File: src/rtl/imem_dmem_port_arbiter_if.sv
`default_nettype none
// ============================================================================
//  Module      : imem_dmem_port_arbiter_if
//  Description : Bundle of requester-side and memory-side signals around the
//                I/D port arbiter.
//                  slave  : used by the arbiter. It serves the fetch and
//                           memory stages and drives the unified memory port.
//                  master : used by the surroundings, i.e. the pipeline
//                           requesters and the memory model.
//  Signals     : i_req/i_addr/i_rdata/i_done           fetch side
//                d_req/d_we/d_addr/d_wdata/d_rdata/d_done  data side
//                stall_f/stall_m                       hazard terms
//                mem_req/mem_we/mem_addr/mem_wdata/mem_ack/mem_rdata  memory
//                perf_i_grants/perf_d_grants/perf_conflicts  statistics
//  Revision    : 1.0 - initial release
// ============================================================================
interface imem_dmem_port_arbiter_if #(
   parameter int ADDR_W = 32,
   parameter int DATA_W = 32
);
   // fetch side
   logic              i_req;
   logic [ADDR_W-1:0] i_addr;
   logic [DATA_W-1:0] i_rdata;
   logic              i_done;
   // data side
   logic              d_req;
   logic              d_we;
   logic [ADDR_W-1:0] d_addr;
   logic [DATA_W-1:0] d_wdata;
   logic [DATA_W-1:0] d_rdata;
   logic              d_done;
   // hazard terms
   logic              stall_f;
   logic              stall_m;
   // memory port
   logic              mem_req;
   logic              mem_we;
   logic [ADDR_W-1:0] mem_addr;
   logic [DATA_W-1:0] mem_wdata;
   logic              mem_ack;
   logic [DATA_W-1:0] mem_rdata;
   // statistics
   logic [31:0]       perf_i_grants;
   logic [31:0]       perf_d_grants;
   logic [31:0]       perf_conflicts;

   modport slave (
      input  i_req, i_addr,
      output i_rdata, i_done,
      input  d_req, d_we, d_addr, d_wdata,
      output d_rdata, d_done,
      output stall_f, stall_m,
      output mem_req, mem_we, mem_addr, mem_wdata,
      input  mem_ack, mem_rdata,
      output perf_i_grants, perf_d_grants, perf_conflicts
   );

   modport master (
      output i_req, i_addr,
      input  i_rdata, i_done,
      output d_req, d_we, d_addr, d_wdata,
      input  d_rdata, d_done,
      input  stall_f, stall_m,
      input  mem_req, mem_we, mem_addr, mem_wdata,
      output mem_ack, mem_rdata,
      input  perf_i_grants, perf_d_grants, perf_conflicts
   );
endinterface
`default_nettype wire

File: src/rtl/imem_dmem_port_arbiter.sv
`default_nettype none
// ============================================================================
//  Module      : imem_dmem_port_arbiter
//  Description : Shares one single-ported unified memory between the fetch
//                stage (I side) and the memory stage (D side). One
//                transaction at a time: IDLE -> BUSY_I/BUSY_D -> DONE -> IDLE.
//                The D side has priority; after MAX_WAIT consecutive D grants
//                taken while a fetch was pending, the fetch is forced to win.
//  Ports       : clk    rising-edge clock
//                reset  asynchronous active-high reset
//                bus    imem_dmem_port_arbiter_if.slave (requesters, hazard
//                       terms, registered memory port, perf counters)
//  Parameters  : ADDR_W, DATA_W, MAX_WAIT (1..15)
//  Options     : ARB_PERF_CNT_EN - when defined, builds the three 32-bit
//                grant/conflict counters; otherwise the outputs are tied 0.
//  Revision    : 1.0 - initial release
// ============================================================================
module imem_dmem_port_arbiter #(
   parameter int ADDR_W   = 32,
   parameter int DATA_W   = 32,
   parameter int MAX_WAIT = 4
) (
   input  wire logic                 clk,
   input  wire logic                 reset,
   imem_dmem_port_arbiter_if.slave   bus
);

   localparam logic [3:0] c_MAX_WAIT = 4'(MAX_WAIT);

   typedef enum logic [1:0] {
      S_IDLE   = 2'd0,
      S_BUSY_I = 2'd1,
      S_BUSY_D = 2'd2,
      S_DONE   = 2'd3
   } state_t;

   state_t              r_state;
   state_t              w_state_nxt;

   logic                r_mem_req;
   logic                r_mem_we;
   logic [ADDR_W-1:0]   r_mem_addr;
   logic [DATA_W-1:0]   r_mem_wdata;
   logic [DATA_W-1:0]   r_i_rdata;
   logic [DATA_W-1:0]   r_d_rdata;
   logic                r_i_done;
   logic                r_d_done;
   logic [3:0]          r_wait_cnt;

   logic                w_mem_req_nxt;
   logic                w_mem_we_nxt;
   logic [ADDR_W-1:0]   w_mem_addr_nxt;
   logic [DATA_W-1:0]   w_mem_wdata_nxt;
   logic [DATA_W-1:0]   w_i_rdata_nxt;
   logic [DATA_W-1:0]   w_d_rdata_nxt;
   logic                w_i_done_nxt;
   logic                w_d_done_nxt;
   logic [3:0]          w_wait_cnt_nxt;

   logic                w_grant_d;
   logic                w_grant_i;

   // Arbitration only happens in IDLE. D wins unless a fetch is pending and
   // has already been passed over MAX_WAIT times in a row.
   assign w_grant_d = (r_state == S_IDLE) && bus.d_req &&
                      (!bus.i_req || (r_wait_cnt < c_MAX_WAIT));
   assign w_grant_i = (r_state == S_IDLE) && bus.i_req && !w_grant_d;

   // ------------------------------------------------------------------------
   // State register and datapath registers
   // ------------------------------------------------------------------------
   always_ff @(posedge clk or posedge reset) begin
      if (reset) begin
         r_state     <= S_IDLE;
         r_mem_req   <= 1'b0;
         r_mem_we    <= 1'b0;
         r_mem_addr  <= '0;
         r_mem_wdata <= '0;
         r_i_rdata   <= '0;
         r_d_rdata   <= '0;
         r_i_done    <= 1'b0;
         r_d_done    <= 1'b0;
         r_wait_cnt  <= 4'd0;
      end else begin
         r_state     <= w_state_nxt;
         r_mem_req   <= w_mem_req_nxt;
         r_mem_we    <= w_mem_we_nxt;
         r_mem_addr  <= w_mem_addr_nxt;
         r_mem_wdata <= w_mem_wdata_nxt;
         r_i_rdata   <= w_i_rdata_nxt;
         r_d_rdata   <= w_d_rdata_nxt;
         r_i_done    <= w_i_done_nxt;
         r_d_done    <= w_d_done_nxt;
         r_wait_cnt  <= w_wait_cnt_nxt;
      end
   end

   // ------------------------------------------------------------------------
   // Next-state and next-register logic
   // ------------------------------------------------------------------------
   always_comb begin
      w_state_nxt     = r_state;
      w_mem_req_nxt   = r_mem_req;
      w_mem_we_nxt    = r_mem_we;
      w_mem_addr_nxt  = r_mem_addr;
      w_mem_wdata_nxt = r_mem_wdata;
      w_i_rdata_nxt   = r_i_rdata;
      w_d_rdata_nxt   = r_d_rdata;
      w_i_done_nxt    = r_i_done;
      w_d_done_nxt    = r_d_done;
      w_wait_cnt_nxt  = r_wait_cnt;

      unique case (r_state)
         S_IDLE: begin
            if (w_grant_d) begin
               w_mem_req_nxt   = 1'b1;
               w_mem_we_nxt    = bus.d_we;
               w_mem_addr_nxt  = bus.d_addr;
               w_mem_wdata_nxt = bus.d_wdata;
               w_state_nxt     = S_BUSY_D;
               // Only grants that pass over a waiting fetch count toward
               // starvation.
               if (bus.i_req && (r_wait_cnt < c_MAX_WAIT)) begin
                  w_wait_cnt_nxt = r_wait_cnt + 4'd1;
               end
            end else if (w_grant_i) begin
               w_mem_req_nxt   = 1'b1;
               w_mem_we_nxt    = 1'b0;
               w_mem_addr_nxt  = bus.i_addr;
               w_mem_wdata_nxt = '0;
               w_state_nxt     = S_BUSY_I;
               w_wait_cnt_nxt  = 4'd0;
            end
         end

         S_BUSY_I: begin
            if (bus.mem_ack) begin
               w_mem_req_nxt = 1'b0;
               w_i_rdata_nxt = bus.mem_rdata;
               w_i_done_nxt  = 1'b1;
               w_state_nxt   = S_DONE;
            end
         end

         S_BUSY_D: begin
            // Stores capture mem_rdata too; the value is simply don't-care.
            if (bus.mem_ack) begin
               w_mem_req_nxt = 1'b0;
               w_d_rdata_nxt = bus.mem_rdata;
               w_d_done_nxt  = 1'b1;
               w_state_nxt   = S_DONE;
            end
         end

         S_DONE: begin
            // One-cycle completion window; requesters drop or change their
            // request here, so no arbitration until back in IDLE.
            w_i_done_nxt = 1'b0;
            w_d_done_nxt = 1'b0;
            w_state_nxt  = S_IDLE;
         end

         default: begin
            w_state_nxt = S_IDLE;
         end
      endcase
   end

   // ------------------------------------------------------------------------
   // Outputs
   // ------------------------------------------------------------------------
   assign bus.mem_req   = r_mem_req;
   assign bus.mem_we    = r_mem_we;
   assign bus.mem_addr  = r_mem_addr;
   assign bus.mem_wdata = r_mem_wdata;
   assign bus.i_rdata   = r_i_rdata;
   assign bus.d_rdata   = r_d_rdata;
   assign bus.i_done    = r_i_done;
   assign bus.d_done    = r_d_done;

   // Hazard terms stay combinational so the stall releases in the same cycle
   // the done pulse is visible.
   assign bus.stall_f = bus.i_req & ~r_i_done;
   assign bus.stall_m = bus.d_req & ~r_d_done;

   // ------------------------------------------------------------------------
   // Optional statistics
   // ------------------------------------------------------------------------
`ifdef ARB_PERF_CNT_EN
   logic        w_conflict;
   logic [31:0] r_perf_i_grants;
   logic [31:0] r_perf_d_grants;
   logic [31:0] r_perf_conflicts;

   assign w_conflict = (r_state == S_IDLE) && bus.i_req && bus.d_req;

   always_ff @(posedge clk or posedge reset) begin
      if (reset) begin
         r_perf_i_grants  <= 32'd0;
         r_perf_d_grants  <= 32'd0;
         r_perf_conflicts <= 32'd0;
      end else begin
         if (w_grant_i) r_perf_i_grants  <= r_perf_i_grants + 32'd1;
         if (w_grant_d) r_perf_d_grants  <= r_perf_d_grants + 32'd1;
         if (w_conflict) r_perf_conflicts <= r_perf_conflicts + 32'd1;
      end
   end

   assign bus.perf_i_grants  = r_perf_i_grants;
   assign bus.perf_d_grants  = r_perf_d_grants;
   assign bus.perf_conflicts = r_perf_conflicts;
`else
   assign bus.perf_i_grants  = 32'd0;
   assign bus.perf_d_grants  = 32'd0;
   assign bus.perf_conflicts = 32'd0;
`endif

endmodule
`default_nettype wire

File: src/flat_wrapper.sv
// flat-port wrapper written by rule: the top's interface ports become plain ports
module imem_dmem_port_arbiter_flat 
#(
   parameter int ADDR_W   = 32,
   parameter int DATA_W   = 32,
   parameter int MAX_WAIT = 4
)
  (clk, reset, bus_i_req, bus_i_addr, bus_i_rdata, bus_i_done, bus_d_req, bus_d_we, bus_d_addr, bus_d_wdata, bus_d_rdata, bus_d_done, bus_stall_f, bus_stall_m, bus_mem_req, bus_mem_we, bus_mem_addr, bus_mem_wdata, bus_mem_ack, bus_mem_rdata, bus_perf_i_grants, bus_perf_d_grants, bus_perf_conflicts);
  imem_dmem_port_arbiter_if #(.ADDR_W(ADDR_W), .DATA_W(DATA_W)) bus_i ();
  input  wire logic clk;
  input  wire logic reset;
  input wire logic [$bits(bus_i.i_req)-1:0] bus_i_req;
  input wire logic [$bits(bus_i.i_addr)-1:0] bus_i_addr;
  output wire logic [$bits(bus_i.i_rdata)-1:0] bus_i_rdata;
  output wire logic [$bits(bus_i.i_done)-1:0] bus_i_done;
  input wire logic [$bits(bus_i.d_req)-1:0] bus_d_req;
  input wire logic [$bits(bus_i.d_we)-1:0] bus_d_we;
  input wire logic [$bits(bus_i.d_addr)-1:0] bus_d_addr;
  input wire logic [$bits(bus_i.d_wdata)-1:0] bus_d_wdata;
  output wire logic [$bits(bus_i.d_rdata)-1:0] bus_d_rdata;
  output wire logic [$bits(bus_i.d_done)-1:0] bus_d_done;
  output wire logic [$bits(bus_i.stall_f)-1:0] bus_stall_f;
  output wire logic [$bits(bus_i.stall_m)-1:0] bus_stall_m;
  output wire logic [$bits(bus_i.mem_req)-1:0] bus_mem_req;
  output wire logic [$bits(bus_i.mem_we)-1:0] bus_mem_we;
  output wire logic [$bits(bus_i.mem_addr)-1:0] bus_mem_addr;
  output wire logic [$bits(bus_i.mem_wdata)-1:0] bus_mem_wdata;
  input wire logic [$bits(bus_i.mem_ack)-1:0] bus_mem_ack;
  input wire logic [$bits(bus_i.mem_rdata)-1:0] bus_mem_rdata;
  output wire logic [$bits(bus_i.perf_i_grants)-1:0] bus_perf_i_grants;
  output wire logic [$bits(bus_i.perf_d_grants)-1:0] bus_perf_d_grants;
  output wire logic [$bits(bus_i.perf_conflicts)-1:0] bus_perf_conflicts;
  assign bus_i.i_req = bus_i_req;
  assign bus_i.i_addr = bus_i_addr;
  assign bus_i_rdata = bus_i.i_rdata;
  assign bus_i_done = bus_i.i_done;
  assign bus_i.d_req = bus_d_req;
  assign bus_i.d_we = bus_d_we;
  assign bus_i.d_addr = bus_d_addr;
  assign bus_i.d_wdata = bus_d_wdata;
  assign bus_d_rdata = bus_i.d_rdata;
  assign bus_d_done = bus_i.d_done;
  assign bus_stall_f = bus_i.stall_f;
  assign bus_stall_m = bus_i.stall_m;
  assign bus_mem_req = bus_i.mem_req;
  assign bus_mem_we = bus_i.mem_we;
  assign bus_mem_addr = bus_i.mem_addr;
  assign bus_mem_wdata = bus_i.mem_wdata;
  assign bus_i.mem_ack = bus_mem_ack;
  assign bus_i.mem_rdata = bus_mem_rdata;
  assign bus_perf_i_grants = bus_i.perf_i_grants;
  assign bus_perf_d_grants = bus_i.perf_d_grants;
  assign bus_perf_conflicts = bus_i.perf_conflicts;
  imem_dmem_port_arbiter #(.ADDR_W(ADDR_W), .DATA_W(DATA_W), .MAX_WAIT(MAX_WAIT)) u_core (.clk(clk), .reset(reset), .bus(bus_i));
endmodule
File: config.mk
export PLATFORM = sky130hd
export DESIGN_NAME = imem_dmem_port_arbiter_flat
export DESIGN_NICKNAME = d
export VERILOG_FILES = /design/src/rtl/imem_dmem_port_arbiter_if.sv /design/src/rtl/imem_dmem_port_arbiter.sv /design/src/flat_wrapper.sv
export SDC_FILE = /design/constraint.sdc
export NUM_CORES = 1
export LEC_CHECK = 0
export ABC_CLOCK_PERIOD_IN_PS = 14000
export CAP_MARGIN = 30
export CORE_MARGIN = 10
export CORE_UTILIZATION = 42
export DETAILED_ROUTE_END_ITERATION = 12
export PLACE_DENSITY_LB_ADDON = 0.12
export REMOVE_ABC_BUFFERS = 1
export SLEW_MARGIN = 25
export SYNTH_ARGS = -nofsm -noshare
export SYNTH_HDL_FRONTEND = slang
export SYNTH_SLANG_ARGS = --single-unit
export TNS_END_PERCENT = 30
File: constraint.sdc
create_clock -name clk -period 14 [get_ports clk]
set_clock_uncertainty 0.1 [all_clocks]
set_input_delay 2.1 -clock clk [delete_from_list [all_inputs] [get_ports clk]]
set_output_delay 2.1 -clock clk [all_outputs]
set_load 0.02 [all_outputs]
### Yosys cells after proc, flatten, opt, wreduce, memory -nomap -nowiden

Index checks and enable logic that the tools add are counted.

* register bits: 138
* output and inout port bits: 230

* add/sub/neg operators: 1
* order comparisons: 1
* eq/ne operators: 8
* muxes and demuxes: 20
* bitwise gates (word level): 4
* reduce and logical (&&, ||, !) cells: 22

Operators by type and width (count)
* two-way mux 32 bit: 4
* two-way mux 4 bit: 3
* AND reduction 2 bit: 6
* nonzero test 2 bit: 4
* two-way mux 1 bit: 6
* two-way mux 2 bit: 3
* != test 2 bit, second input constant: 3
* case mux 1 bit (2 select lines): 3
* case mux 2 bit (3 select lines): 1
* AND reduction 3 bit: 2
* logical AND 1 bit: 5
* adder 4 x 1 -> 4 bit, second input constant: 1
* equality test 2 bit, second input constant: 2
* less-than comparator 4 x 3 -> 1 bit, second input constant: 1
* != test 3 x 1 -> 1 bit, second input constant: 1
* AND 1 bit: 2
* equality test 2 x 1 -> 1 bit, second input constant: 1
* logical NOT 1 bit: 2
* logical NOT 2 bit: 1
* != test 2 x 1 -> 1 bit, second input constant: 1
* inverter 1 bit: 2
* OR reduction 2 bit: 1
* logical OR 1 bit: 1

### Longest topological paths before layout

Gate-level depths: netlist (run 1).

* depth after elaboration: 8
* depth in mapped cells: 7
* gate-level depth less buffers: 5

### Least setup slack after synthesis (run 1)

Ideal clock, no wire load.

* kind: input-to-output
* from: in bus_i_req
* to: out bus_stall_f
* data arrival time: 2.655 ns
* data required time: 11.800 ns
* slack: 9.145 ns
* cell stages on the path: 2
* cells stage by stage: buf_2 > nor2b_1

* word-level cells in the longest chain between the ends: 1

RTL lines
* start: declaration: line flat_wrapper.sv:12 `input wire logic [$bits(bus_i.i_req)-1:0] bus_i_req;`
* AND 1 bit: line imem_dmem_port_arbiter.sv:183 `assign bus.stall_f = bus.i_req & ~r_i_done;`
* end: declaration: line flat_wrapper.sv:22 `output wire logic [$bits(bus_i.stall_f)-1:0] bus_stall_f;`

No other way between the ends.

### Worst setup path after layout (run 1)

Same ends and word-level chain as after synthesis.

==> impl_metrics.toml, run 1 <==
[clocking]
clk_pin_slew_ns = 0.05
cts_made_buffers = 17
ctsHtreeMaxLevel = 4
post_cts_buffers = 0
tritoncts = "done"
cts_resized = 0
ctsLongestPathBuffers = 2
hold_buffers = 0
cts-root-buf = "clkbuf_16"
clock_latency_ns = 0.41
clock-sinks = 138

[floorplanning]
fp.dieW_um = 143
die_area_sq_um = 20400
rows = 44
die_y_um = 143
io_pins = 364
fp.coreArea_sq_um = 14600
start_util = 0.432

[timing]
slew_headroom = 0.350
drv_slew = 0
max_freq_mhz = 169
tns_ns = 0
setup_viol = 0
min_period_over_period = 0.422
worst_pin_slew_ns = 0.971
setup_ws_ns = 8.09
rsz0062_at_grt = "no"
finalHoldViolCount = 0
period_needed_ns = 5.91

[synthesis]
synth_area_sq_um = 6330
ys_top_cells_by_area = "dfrtp_1 55%, buf_4 12%, mux2_2 12%"
netlist.area_leader.share = 0.545
netlist_instances = 522
yosys.area_share.simple = 0.0369
synth_xor_area_frac = 0
synth-compound-area-share = 0.141
synth_adder_area_share = 0.0119
yosysWarnings = 0
synth_top_family_by_area = "buffers and inverters"
yosys.area.top_type = "dfrtp_1"
synth.avg_cell_area_sq_um = 12.1
yosys-mux-area-fraction = 0.119
yosys_register_bits = 138
synth.yosys.seq_area_share = 0.545
ys_types = 31

[critical_path]
endpoint_kind = "primary output"
cp_max_fo = 10
cp_common_cell = "clkdlybuf4s50_1"
cp_slowest_stage_delay_ns = 0.77
slowest_stage = "clkdlybuf4s50_1"
cp_num_buf_inv = 2
cp-start-kind = "primary input"
critPathKind = "primary input to primary output"
worstPathRequired_ns = 11.80
cp_top_family = "buffers and inverters"
worstPathArrival_ns = 3.71
crit_chain = "clkdlybuf4s50_1, nor2b_1, clkdlybuf4s50_1"

[final_layout]
final_cell_mix = "267 x clkdlybuf4s50_1, 138 x dfrtp_1, 96 x conb_1"
antenna_cells = 0
finalNonFillerCells = 977
fin_area_sq_um = 9280
nets = 922
area_growth_pct = 46.6
layout_commonest_cell = "clkdlybuf4s50_1"
drive_gt1_frac = 0.130

[drt]
drc_errors = 0
ant_nets = 0
drt_iter0_drc = 229
first_pass_iters = 4
wl_mm = 20.1
wire_per_inst_um = 20.6
drt-vias-per-instance = 4.90
vias = 4786

[power]
switchingPower_uw = 829
cellPowerDensity_nw_per_um2 = 239
internal-power_uw = 1390
vdd_drop_max_uv = 104
finalPower_uw = 2210
seq_power_share = 0.314
combPwrFrac = 0.497
switching_share = 0.374
leakage_uw = 0.00407
power_frac_clock = 0.188

[place]
place_congestion = 0.828
pre_cts_ws_ns = 8.09
dpl_cell_area_sq_um = 8740
portBuffers = 267
dp_hpwl_mm = 15.1
dp_cells = 947

[global_route]
use_met1 = 0.212
grt_pass1_wl_mm = 30.1
busiest_layer = "met2"
grt_max_degree = 83
antenna_found_initial = 0
use_met2 = 0.313
grt_pass1_vias = 5137
grt_overflow_total = 0
gr-usage-met3 = 0.0988
grt.total_usage = 0.190

[status]
outcome = "finished clean"

[flow_run]
maxCapViolations = 0

[hold_path]
min_path_type = "register to register"
==> Yosys cell counts <==
master,instances
nor2b_1,4
and2_1,1
o21a_4,1
nor2_1,28
buf_2,15
a21oi_1,27
mux2i_1,2
a211oi_1,1
o21a_1,1
nor3b_1,1
nand2_1,6
conb_1,1
buf_4,104
o21ai_1,2
dfrtp_1,138
ha_1,6
a32o_1,1
o21ai_4,1
a22o_1,34
a221o_1,8
o21ai_2,1
buf_6,3
a31oi_1,28
inv_1,4
a21oi_2,1
clkbuf_1,4
o21ai_0,22
mux2_2,65
o22ai_1,2
nor2_4,1
and3_1,9
==> kinds of logic (layout without fill, tap and decap cells) <==
group / after synthesis / in the layout
buffers and inverters: 130 / 306
AND/OR/NAND/NOR: 50 / 50
flip-flops: 138 / 138
other: 1 / 96
AO/OA/AOI/OAI: 130 / 130
multiplexers: 67 / 67
adder cells (fa/ha/maj): 6 / 6
==> final timing paths <==
kind / to / startpoint / cells past startpoint / slack, ns
min in group asynchronous: u_core.bus.d_rdata[8] / reset / 2 / 2.13
min: u_core.bus.d_rdata[14] / u_core.bus.d_rdata[14] / 1 / 0.40
min reg2reg: u_core.bus.d_rdata[14] / u_core.bus.d_rdata[14] / 1 / 0.40
max: bus_stall_f / bus_i_req / 3 / 8.09
max in group asynchronous: u_core.bus.d_rdata[26] / reset / 3 / 10.41
max reg2reg: u_core.bus.mem_wdata[21] / u_core.r_state[0] / 5 / 11.23
==> power groups by stage <==
stage | sequential, uW | clock (uW) | combinational [uW]
after floorplan | 916 | 0 | 347
after global placement | 693 | 0 | 1090
after detailed placement | 699 | 0 | 1110
after CTS | 697 | 425 | 1120
after global routing | 720 | 442 | 1170
final | 696 | 417 | 1100
==> flip-flops by register name, summed over array words and instances (netlist names), 2 cells and up <==
signal                count
u_core.bus.d_rdata       32
u_core.bus.mem_wdata     32
u_core.bus.i_rdata       32
u_core.r_state            2
u_core.r_wait_cnt         4
u_core.bus.mem_addr      32
==> worst reg2reg max path: stages, from the launching register on <==
cell and delay [ns]:
dfrtp_1 0.41, inv_1 0.12, ha_1 0.37, nand2_1 0.56
nor2_4 0.87, a22o_1 0.28
==> metrics by stage <==
step	util	hold slack, ns
after floorplan	-	0.384
after global placement	0.597	0.386
after detailed placement	0.597	0.390
after CTS	0.634	0.404
after global routing	0.634	0.413
final	0.634	0.400
==> cell type report <==
cell class	count	area (sq um)
clock buffers	23	478
clock inverters	7	68.8
fillers	1164	5360
inverters	4	20.0
multi-input cells	349	2320
flip-flops and latches	138	3450
well taps	184	230
repair buffers	272	2710
==> per-layer routing <==
metal  wire [um]  up-vias
met1        7690     2336
met4         133        0
met5           0        -
met2        9770      254
met3        2520       13
li1            -     2183
Note: power is estimated with default switching activity, not from simulation.
==> inputs of run 2 (changes only) <==
--- a/config.mk
+++ b/config.mk
@@ -5,10 +5,10 @@
 export SDC_FILE = /design/constraint.sdc
 export NUM_CORES = 1
 export LEC_CHECK = 0
-export ABC_CLOCK_PERIOD_IN_PS = 14000
+export ABC_CLOCK_PERIOD_IN_PS = 5700
 export CAP_MARGIN = 30
 export CORE_MARGIN = 10
-export CORE_UTILIZATION = 42
+export CORE_UTILIZATION = 39
 export DETAILED_ROUTE_END_ITERATION = 12
 export PLACE_DENSITY_LB_ADDON = 0.12
 export REMOVE_ABC_BUFFERS = 1
==> constraint.sdc (replaced) <==
create_clock -name clk -period 5.7 [get_ports clk]
set_clock_uncertainty 0.1 [all_clocks]
set_input_delay 0.855 -clock clk [delete_from_list [all_inputs] [get_ports clk]]
set_output_delay 0.855 -clock clk [all_outputs]
set_load 0.02 [all_outputs]
==> impl_metrics.toml, run 2 (synthesis results as in run 1) <==
[global_route]
grt.total_usage = 0.180
grt_max_degree = 101
grt_pass1_wl_mm = 30.8
antenna_found_initial = 0
grt_overflow_total = 0
grt_pass1_vias = 5217

[floorplanning]
fp.dieW_um = 147
io_pins = 364
die_y_um = 147
rows = 46
die_area_sq_um = 21700
fp.coreArea_sq_um = 15900
start_util = 0.399

[power]
power_frac_clock = 0.197
cellPowerDensity_nw_per_um2 = 584
internal-power_uw = 3460
finalPower_uw = 5500
switching_share = 0.371
leakage_uw = 0.00411
seq_power_share = 0.313
switchingPower_uw = 2040
combPwrFrac = 0.490
vdd_drop_max_uv = 234

[critical_path]
reg2reg_depth = 5
cp_common_cell = "clkdlybuf4s50_1"
crit_chain = "clkdlybuf4s50_1, nor2b_1, clkdlybuf4s50_1"
critPathKind = "primary input to primary output"
worstPathRequired_ns = 4.74
endpoint_kind = "primary output"
cp_num_buf_inv = 2
cp_max_fo = 10
cp_slowest_stage_delay_ns = 0.78
worstPathArrival_ns = 2.45
cp-start-kind = "primary input"
slowest_stage = "clkdlybuf4s50_1"
cp_top_family = "buffers and inverters"
critical_path_depth = 3

[final_layout]
final_cell_mix = "267 x clkdlybuf4s50_1, 138 x dfrtp_1, 96 x conb_1"
multiInputGateArea_sq_um = 2320
antenna_cells = 0
nets = 925
area_growth_pct = 48.9
layout_commonest_cell = "clkdlybuf4s50_1"
seq_area_sq_um = 3450
fillCellCount = 1333
drive_gt1_frac = 0.138

[status]
outcome = "finished clean"

[drt]
wire_per_inst_um = 19.9
vias = 4734
wl_mm = 20.2
first_pass_iters = 5
drc_errors = 0
ant_nets = 0
drt-vias-per-instance = 4.67
drt_iter0_drc = 150

[hold_path]
hold_depth = 1
min_path_type = "register to register"

[place]
dp_hpwl_mm = 15.3
place_congestion = 0.851
pre_cts_ws_ns = 2.28
portBuffers = 267

[clocking]
cts-root-buf = "clkbuf_16"
tritoncts = "done"
ctsLongestPathBuffers = 2
clock_latency_ns = 0.40
post_cts_buffers = 0
cts_resized = 0
clk_pin_slew_ns = 0.05
cts_made_buffers = 17
hold_buffers = 0
ctsHtreeMaxLevel = 4
clock-sinks = 138

[timing]
rsz0062_at_grt = "no"
drv_slew = 0
finalHoldViolCount = 0
period_needed_ns = 3.40
slew_headroom = 0.419
max_freq_mhz = 294
setup_ws_ns = 2.30
min_period_over_period = 0.597
setup_viol = 0
tns_ns = 0
worst_pin_slew_ns = 0.871

[flow_run]
maxCapViolations = 0
run 2: power by group through the flow:
stage               Sequential, uW  Combinational (uW)  Clock [uW]
finish                        1720                2700        1080
global route                  1780                2890        1160
CTS                           1720                2730        1110
detailed placement            1730                2730           0
global placement              1720                2680           0
floorplan                     2250                 853           0
run 2: layout make-up:
type,count,area share
Inverter,4,0.00212
Sequential cell,138,0.366
Multi-Input combinational cell,349,0.246
Timing Repair Buffer,275,0.294
Clock buffer,21,0.0499
Clock inverter,11,0.0126
Tap cell,216,0.0287
run 2: metal layers:
layer | up-vias | share of wire | GRT usage | routed length [um]
met5 | - | 0 | 0 | 0
met4 | 0 | 0.012 | 0.0540 | 246
met3 | 18 | 0.11 | 0.0980 | 2240
met2 | 227 | 0.49 | 0.294 | 9980
met1 | 2287 | 0.38 | 0.198 | 7710
li1 | 2202 | - | - | -
run 2: worst paths after layout:
kind	startpoint	end	slack, ns
setup / recovery	bus_i_req	bus_stall_f	2.30
hold / removal	u_core.bus.i_rdata[3]	u_core.bus.i_rdata[3]	0.40
setup reg to reg	u_core.r_state[1]	u_core.r_wait_cnt[1]	2.94
hold reg to reg	u_core.bus.i_rdata[3]	u_core.bus.i_rdata[3]	0.40
max in group asynchronous	reset	u_core.bus.d_rdata[12]	3.63
min in group asynchronous	reset	u_core.bus.mem_wdata[28]	0.68
run 2: stage by stage:
stage	area [sq um]	cells	hold slack (ns)	utilization
floorplan	5780	491	0.384	-
global placement	8780	980	0.386	0.553
detailed placement	8780	980	0.392	0.553
CTS	9370	1012	0.407	0.590
global route	9430	1014	0.414	0.594
finish	9430	1014	0.401	0.594
